<file path="config.mk">
export PLATFORM = sky130hd
export DESIGN_NAME = ps2_keymat
export DESIGN_NICKNAME = d
export VERILOG_FILES = /design/src/rtl/ps2_pkg.sv /design/src/rtl/ps2_keymap.sv /design/src/rtl/ps2_keymat.sv
export SDC_FILE = /design/constraint.sdc
export NUM_CORES = 1
export LEC_CHECK = 0
export ABC_AREA = 1
export CAP_MARGIN = 20
export CORE_UTILIZATION = 45
export DETAILED_ROUTE_END_ITERATION = 10
export PLACE_DENSITY = 0.8
export SETUP_SLACK_MARGIN = 0.15
export SLEW_MARGIN = 5
export SYNTH_ARGS = -nofsm -noshare
export SYNTH_HDL_FRONTEND = slang
export SYNTH_SLANG_ARGS = --single-unit
</file>
<file path="constraint.sdc">
create_clock -name clk -period 3.5 [get_ports clk]
set_input_delay 0.7 -clock clk [delete_from_list [all_inputs] [get_ports clk]]
set_output_delay 0.7 -clock clk [all_outputs]
set_load 0.1 [all_outputs]
</file>
<file path="src/rtl/ps2_pkg.sv">
// Shared types and constants for the PS/2 keyboard to Z88 key-matrix decoder.
package ps2_pkg;

    typedef enum logic [1:0] {
        ST_IDLE,
        ST_DATA,
        ST_PARITY,
        ST_STOP
    } ps2_state_t;

    localparam logic [7:0] PS2_EXT = 8'hE0;
    localparam logic [7:0] PS2_BRK = 8'hF0;
    localparam int         KBMAT_W = 64;

endpackage

</file>
<file path="src/rtl/ps2_keymap.sv">
// Combinational scancode ROM: {ext, code} -> Z88 matrix bit index (row*8+col).
module ps2_keymap
    import ps2_pkg::*;
(
    input  logic       ext,
    input  logic [7:0] code,
    output logic       hit,
    output logic [5:0] idx
);

    always_comb begin
        hit = 1'b1;
        idx = 6'd0;
        case ({ext, code})
            {1'b0, 8'h1C}: idx = 6'd51;  // A
            {1'b0, 8'h29}: idx = 6'd46;  // space
            {1'b0, 8'h5A}: idx = 6'd6;   // enter
            {1'b0, 8'h66}: idx = 6'd7;   // backspace -> del
            {1'b1, 8'h75}: idx = 6'd11;  // up
            {1'b1, 8'h72}: idx = 6'd10;  // down
            {1'b1, 8'h6B}: idx = 6'd9;   // left
            {1'b1, 8'h74}: idx = 6'd8;   // right
            default:       hit = 1'b0;
        endcase
    end

endmodule

</file>
<file path="src/rtl/ps2_keymat.sv">
// PS/2 frame receiver and make/break decoder driving a 64-bit Z88 key matrix.
// Optional frame timeout is enabled by defining PS2_TIMEOUT_EN.
module ps2_keymat
    import ps2_pkg::*;
#(
    parameter int CLK_HZ     = 25175000,
    parameter int TIMEOUT_US = 2000
) (
    input  logic               clk,
    input  logic               reset,
    input  logic               ps2clk,
    input  logic               ps2dat,
    output logic [KBMAT_W-1:0] kbmat_out,
    output logic               code_valid,
    output logic [7:0]         code,
    output logic               frame_err
);

    logic       ps2clk_p0, ps2clk_p1, ps2clk_p2;
    logic       ps2dat_p0, ps2dat_p1;
    logic       fall, bit_in;
    ps2_state_t state_q, state_d;
    logic [2:0] cnt_q;
    logic [7:0] shift_q;
    logic       par_ok_q, ext_q, brk_q;
    logic       byte_ok, err, timeout;
    logic       hit;
    logic [5:0] idx;

    // Synchronizer stages p0/p1; p2 only exists to see the falling edge.
    always_ff @(posedge clk) begin
        if (reset) begin
            ps2clk_p0 <= 1'b1;
            ps2clk_p1 <= 1'b1;
            ps2clk_p2 <= 1'b1;
            ps2dat_p0 <= 1'b1;
            ps2dat_p1 <= 1'b1;
        end else begin
            ps2clk_p0 <= ps2clk;
            ps2clk_p1 <= ps2clk_p0;
            ps2clk_p2 <= ps2clk_p1;
            ps2dat_p0 <= ps2dat;
            ps2dat_p1 <= ps2dat_p0;
        end
    end

    assign fall   = ps2clk_p2 & ~ps2clk_p1;
    assign bit_in = ps2dat_p1;

`ifdef PS2_TIMEOUT_EN
    localparam int TO_LIMIT = CLK_HZ / 1000000 * TIMEOUT_US;
    localparam int TO_W     = $clog2(TO_LIMIT + 1);
    logic [TO_W-1:0] to_cnt_q;

    always_ff @(posedge clk) begin
        if (reset || state_q == ST_IDLE || fall)
            to_cnt_q <= '0;
        else
            to_cnt_q <= to_cnt_q + 1'b1;
    end

    assign timeout = (state_q != ST_IDLE) && !fall && (to_cnt_q == TO_W'(TO_LIMIT - 1));
`else
    assign timeout = 1'b0;
`endif

    always_comb begin
        state_d = state_q;
        byte_ok = 1'b0;
        err     = 1'b0;
        if (fall) begin
            case (state_q)
                ST_IDLE: begin
                    if (!bit_in) state_d = ST_DATA;
                    else         err     = 1'b1;
                end
                ST_DATA:   if (cnt_q == 3'd7) state_d = ST_PARITY;
                ST_PARITY: state_d = ST_STOP;
                ST_STOP: begin
                    state_d = ST_IDLE;
                    if (bit_in && par_ok_q) byte_ok = 1'b1;
                    else                    err     = 1'b1;
                end
                default:   state_d = ST_IDLE;
            endcase
        end
        if (timeout) begin
            state_d = ST_IDLE;
            err     = 1'b1;
        end
    end

    // Receive shift register carries data only, so it is left out of reset.
    always_ff @(posedge clk) begin
        if (fall && state_q == ST_DATA)
            shift_q <= {bit_in, shift_q[7:1]};
    end

    ps2_keymap u_keymap (
        .ext  (ext_q),
        .code (shift_q),
        .hit  (hit),
        .idx  (idx)
    );

    always_ff @(posedge clk) begin
        if (reset) begin
            state_q    <= ST_IDLE;
            cnt_q      <= 3'd0;
            par_ok_q   <= 1'b0;
            ext_q      <= 1'b0;
            brk_q      <= 1'b0;
            code_valid <= 1'b0;
            frame_err  <= 1'b0;
            code       <= 8'h00;
            kbmat_out  <= '1;
        end else begin
            state_q    <= state_d;
            code_valid <= byte_ok;
            frame_err  <= err;
            if (fall) begin
                case (state_q)
                    ST_IDLE:   cnt_q    <= 3'd0;
                    ST_DATA:   cnt_q    <= cnt_q + 3'd1;
                    ST_PARITY: par_ok_q <= ^{bit_in, shift_q};
                    default:   ;
                endcase
            end
            // Prefixes arm ext/brk; any other byte consumes them.
            if (byte_ok) begin
                code <= shift_q;
                if (shift_q == PS2_EXT) begin
                    ext_q <= 1'b1;
                end else if (shift_q == PS2_BRK) begin
                    brk_q <= 1'b1;
                end else begin
                    if (hit) kbmat_out[idx] <= brk_q;
                    ext_q <= 1'b0;
                    brk_q <= 1'b0;
                end
            end
            if (err) begin
                ext_q <= 1'b0;
                brk_q <= 1'b0;
            end
        end
    end

endmodule

</file>
==> results.yml, run 1 <==
synth:
  yosysUniqueCellTypes: 23
  synthAdderAreaFrac_pct: 7.015
  yosys_warnings: 0
  synth_top_cell_by_area: "dfxtp_1"
  synth_mux_area_share_pct: 0
  yosysTopAreaCellShare_pct: 48.82
  netlist_area_um2: 3567
  yosys-top-cells-area: "dfxtp_1 (49%), or2_2 (10%), ha_1 (7.0%)"
  synth_compound_area_share_pct: 5.226
  synthSimpleGateAreaFrac_pct: 26.41
  seq_area_frac_synth_pct: 55.56
  syn_area_per_cell_um2: 9.147
  synth_top_family_by_area: "simple AND/OR/NAND/NOR gates"
  syn_inst: 390
  yosys.area_share.xor_xnor_pct: 0.9821
  synth_nets: 414
  ys_ff_latch: 95
timing:
  setup_tns_ns: 0
  tightest_slew_ns: 1.028
  timing.final.setup_violations: 0
  rsz0062_at_grt: "no"
  post-route-period-util_pct: 74.15
  clock-skew-final_ns: 0.008671
  slew_viol_final: 0
  finalHoldViolations: 0
  relSlewSlack_pct: 31.22
  fin_crit_ns: 2.595
  fmax_mhz: 385.3
  fin_ws_ns: 0.9047
finish:
  syn_to_final_growth_pct: 29.71
  antenna_cells: 0
  layout.nets: 490
  layout_commonest_cell: "dfxtp_1"
  mostFrequentLayoutCells: "dfxtp_1 (87), clkdlybuf4s50_1 (77), or2_2 (58)"
  drive_above_1_share_pct: 17.41
worst_hold_path:
  hold_class: "reg2reg"
grt:
  grt_usage_pct: 18.01
  grt_pass1_wl_um: 11960
  grt_max_degree: 65
  grt_pass1_vias: 2633
  overflow: 0
  antenna_found_initial: 0
placed_design:
  hpwl_um: 5009
  gp_congestion: 0.8499
  portBuffers: 77
  pre_cts_slack_ns: 1.308
power:
  switchingPower_uw: 456.6
  powerDensity_nw_per_um2: 399.7
  intPower_mw: 1.393
  p_comb_share_pct: 1.7
  seqPwrFrac_pct: 59.4
  total_leakage_power_nw: 1.904
  ir_drop_v: 0.0003590
  design_power_total_mw: 1.849
  clkPwrFrac_pct: 38.9
  p_sw_share_pct: 24.69
worst_setup_path:
  critPathSlowestCell: "clkdlybuf4s50_1"
  crit_type: "reg2out"
  cp_num_buf_inv: 1
  path_cells: "clkdlybuf4s50_1"
  cp-end-kind: "output port"
  critPathMaxFanout: 2
  required_ns: 2.80
  cp_top_family: "buffers and inverters"
  crit_path_start_kind: "flop"
  critPathArrivalTime_ns: 1.90
  critical_path.max_stage_delay_ns: 1.17
routing:
  route.detailed.drc: 0
  via_per_inst: 4.778
  drt-total-wl_um: 7079
  dr.first_iter.drc_count: 95
  vias: 2738
  ant_nets: 0
  first_pass_iters: 4
  wire_per_inst_um: 12.35
die:
  dieWidth_um: 91.04
  die_y_um: 91.04
  rows: 32
  io_pins: 78
  start_util_pct: 46.40
  core_area_um2: 7687
  die_area_um2: 8287
job:
  maxCapViolCount: 0
cts:
  cts.sinks: 95
  cts_tree: "built"
  cts_setup_buffers: 0
  clk_path_buf_depth: 2
  cts_resized: 0
  cts_htree_levels: 3
  cts_hold_buf: 0
  clk_pin_slew_ns: 0.10
  cts_buffers: 9
  insertion_delay_ns: 0.36
  cts_root_buf: "clkbuf_8"
run_status:
  status: "completed"
[power groups by stage]
stage,logic [mW],registers [mW],clock network [mW]
after CTS,0.0318,1.10,0.745
after global routing,0.0347,1.10,0.788
after floorplan,0.0200,1.13,0
after detailed placement,0.0315,1.12,0
final,0.0313,1.10,0.720
after global placement,0.0308,1.12,0
[state kept, by name, summed over array words and instances (netlist names), 2 cells and up]
name	count
cnt_q	3
code	8
state_q	2
kbmat_out	64
shift_q	8
[layer usage]
layer | track usage, % | vias up | wire length [um]
met5 | 0 | - | 0
met4 | 6.349 | 0 | 51
met3 | 7.789 | 6 | 666
met2 | 29.17 | 80 | 3304
met1 | 21.27 | 1266 | 3056
li1 | - | 1386 | -
[logic make-up after synthesis]
group | after synthesis
and+or+nand+nor | 190
DFF | 95
buffers and inverters | 45
AOI/OAI and AO/OA | 36
adders and majority gates | 20
xor gates and xnor gates | 4
[per-stage QoR]
stage / cells / utilization, % / hold WS (ns) / instance area, um2
3_5_place_dp: 557 / 57.52 / 0.3928 / 4422
5_1_grt: 573 / 60.19 / 0.4257 / 4627
2_1_floorplan: 390 / - / 0.3895 / 3567
6_report: 573 / 60.19 / 0.4164 / 4627
3_3_place_gp: 557 / 57.52 / 0.3922 / 4422
4_1_cts: 573 / 60.19 / 0.4178 / 4627
[Yosys cell counts]
cell type and n:
a21oi_1 17, nand3_1 35, edfxtp_1 8, inv_1 31, nor3_4 1, a211oi_1 1, nor2_4 2, nor2_1 36
clkbuf_1 11, buf_2 2, xnor2_1 2, o21ai_2 1, nand2_2 2, xor2_1 2, nand4_1 1, o21ai_0 17
nand2_1 53, or2_2 58, nand3b_1 1, nor3_1 1, dfxtp_1 87, ha_1 20, inv_2 1
[layout make-up]
type | count | area, um2
fill | 649 | 3060
sequential | 95 | 1982
multi-input combinational | 250 | 1414
timing repair buffer | 78 | 778.2
tap | 102 | 127.6
clock buffer | 9 | 123.9
inverter | 32 | 120.1
clock inverter | 7 | 81.33
[final timing paths]
| path | startpoint | endpoint | slack, ns | depth (start not counted) |
|---|---|---|---|---|
| min | ps2clk_p0$_SDFF_PP1_ | ps2clk_p1$_SDFF_PP1_ | 0.42 | 1 |
| max reg2reg | state_q[1]$_SDFFE_PP0P_ | kbmat_out[51]$_SDFFE_PP1P_ | 1.43 | 10 |
| max | kbmat_out[9]$_SDFFE_PP1P_ | kbmat_out[9] | 0.90 | 1 |
| min reg2reg | ps2clk_p0$_SDFF_PP1_ | ps2clk_p1$_SDFF_PP1_ | 0.42 | 1 |
No activity file was read; power rests on OpenSTA's default activity.
==> run 2: changes to the inputs <==
clock period = 2.5 ns   (was 3.5 ns; I/O delays follow)
==> run 2 against run 1 <==
Sequential share of layout area rose by 1.6 points. Worst setup slack lost 0.41 ns. Cell count rose by 0.35%. Worst hold slack barely moved. Sequential power increased by 40%. Via count shrank 3.1%. Combinational power grew 36%. Core utilization is 2.1 points lower. Highest routed layer unchanged.
==> results.yml, run 2 (synthesized netlist as in run 1, its figures left out) <==
finish:
  antenna_cells: 0
  layout_commonest_cell: "dfxtp_1"
  syn_to_final_growth_pct: 25.15
  drive_above_1_share_pct: 33.40
  final_cell_area_um2: 4464
  fillers: 696
  largest_reg_flops: 64
  multi_input_area_um2: 1414
  mostFrequentLayoutCells: "dfxtp_1 (87), buf_4 (77), or2_2 (58)"
  layout.nets: 492
  final_util_pct: 58.07
  top_register: "kbmat_out"
  largestRegisters: "kbmat_out: 64 flops, code: 8 flops, shift_q: 8 flops"
  ff_latch_area_um2: 1982
timing:
  fin_crit_ns: 2.002
  setup_tns_ns: 0
  relSlewSlack_pct: 55.81
  slew_viol_final: 0
  fin_ws_ns: 0.4984
  fmax_mhz: 499.6
  clock-skew-final_ns: 0.01013
  finalHoldViolations: 0
  post-route-period-util_pct: 80.07
  timing.final.setup_violations: 0
  rsz0062_at_grt: "no"
  tightest_slew_ns: 0.6621
  fin_hold_ws_ns: 0.4167
die:
  io_pins: 78
  start_util_pct: 46.40
  core_area_um2: 7687
  die_y_um: 91.04
  dieWidth_um: 91.04
  die_area_um2: 8287
  rows: 32
placed_design:
  place_area_um2: 4252
  pre_cts_slack_ns: 0.4997
  portBuffers: 77
  hpwl_um: 4932
  gp_congestion: 0.8957
grt:
  overflow: 0
  grt_pass1_vias: 2656
  grt_max_degree: 65
  grt_usage_pct: 17.77
  grt_pass1_wl_um: 11940
  antenna_found_initial: 0
power:
  powerDensity_nw_per_um2: 587.9
  total_leakage_power_nw: 1.920
  ir_drop_v: 0.0004675
run_status:
  status: "completed"
cts:
  cts_hold_buf: 0
  clk_pin_slew_ns: 0.10
  cts_resized: 0
  insertion_delay_ns: 0.36
  cts_setup_buffers: 0
  cts_root_buf: "clkbuf_8"
  cts_buffers: 9
  cts_tree: "built"
  cts_htree_levels: 3
  cts.sinks: 95
  clk_path_buf_depth: 2
worst_setup_path:
  crit_path_start_kind: "flop"
  startpoint: "shift_q[7]$_DFFE_PP_"
  required_ns: 2.72
  cp-end-kind: "flop"
  r2r_start: "shift_q[7]$_DFFE_PP_"
  crit_type: "reg2reg"
  r2r_setup_slack_ns: 0.50
  cp-endpoint: "kbmat_out[51]$_SDFFE_PP1P_"
  critPathArrivalTime_ns: 2.23
  reg2reg_depth: 13
  critPathMaxFanout: 8
  r2r-end: "kbmat_out[51]$_SDFFE_PP1P_"
routing:
  wire_per_inst_um: 11.79
  dr.first_iter.drc_count: 128
  ant_nets: 0
  drt-total-wl_um: 6779
  vias: 2652
  via_per_inst: 4.612
  first_pass_iters: 4
  route.detailed.drc: 0
job:
  maxCapViolCount: 0
worst_hold_path:
  hold_class: "reg2reg"
run 2: worst min path at each step:
stage	end	slack, ns	cells past startpoint	start
6_report	bit_in$_SDFF_PP1_	0.42	1	ps2dat_p0$_SDFF_PP1_
5_1_grt	bit_in$_SDFF_PP1_	0.43	1	ps2dat_p0$_SDFF_PP1_
4_1_cts	bit_in$_SDFF_PP1_	0.42	1	ps2dat_p0$_SDFF_PP1_
3_5_place_dp	bit_in$_SDFF_PP1_	0.39	1	ps2dat_p0$_SDFF_PP1_
3_3_place_gp	bit_in$_SDFF_PP1_	0.39	1	ps2dat_p0$_SDFF_PP1_
2_1_floorplan	bit_in$_SDFF_PP1_	0.39	1	ps2dat_p0$_SDFF_PP1_
run 2: worst max-delay path, stage by stage (launching register included):
cell	delay, ns
edfxtp_1	0.42
inv_1	0.12
ha_1	0.33
nand2_1	0.15
nor2_1	0.16
nand2_1	0.06
nand2_1	0.06
nor2_1	0.07
nand2_1	0.07
nand2_2	0.09
nor2_4	0.14
nand2_1	0.06
nand2_1	0.07
nand3_1	0.06
run 2: area by class of cell:
| cell class | count | share of cell area (%) |
|---|---|---|
| clock buffer | 9 | 2.775 |
| clock inverter | 7 | 1.990 |
| inverter | 32 | 2.691 |
| multi-input combinational | 250 | 31.67 |
| sequential | 95 | 44.39 |
| tap | 102 | 2.859 |
| timing repair buffer | 80 | 13.62 |
run 2: report_power, final:
group          internal [mW]  switching [mW]
Sequential              1.54         0.00232
Combinational         0.0133          0.0293
Clock                  0.413           0.631
run 2: layer usage:
metal / share of wire, % / global-route usage [%] / routed length (um)
met1: 45 / 21.88 / 3048
met2: 46 / 28.47 / 3117
met4: 1.0 / 5.820 / 70
met3: 8.0 / 6.951 / 543
met5: 0 / 0 / 0
run 2: per-stage QoR:
step / std cells / total power [mW]
after global placement: 559 / 1.615
after detailed placement: 559 / 1.616
after floorplan: 390 / 1.603
final: 575 / 2.624
after CTS: 575 / 2.652
after global routing: 575 / 2.723
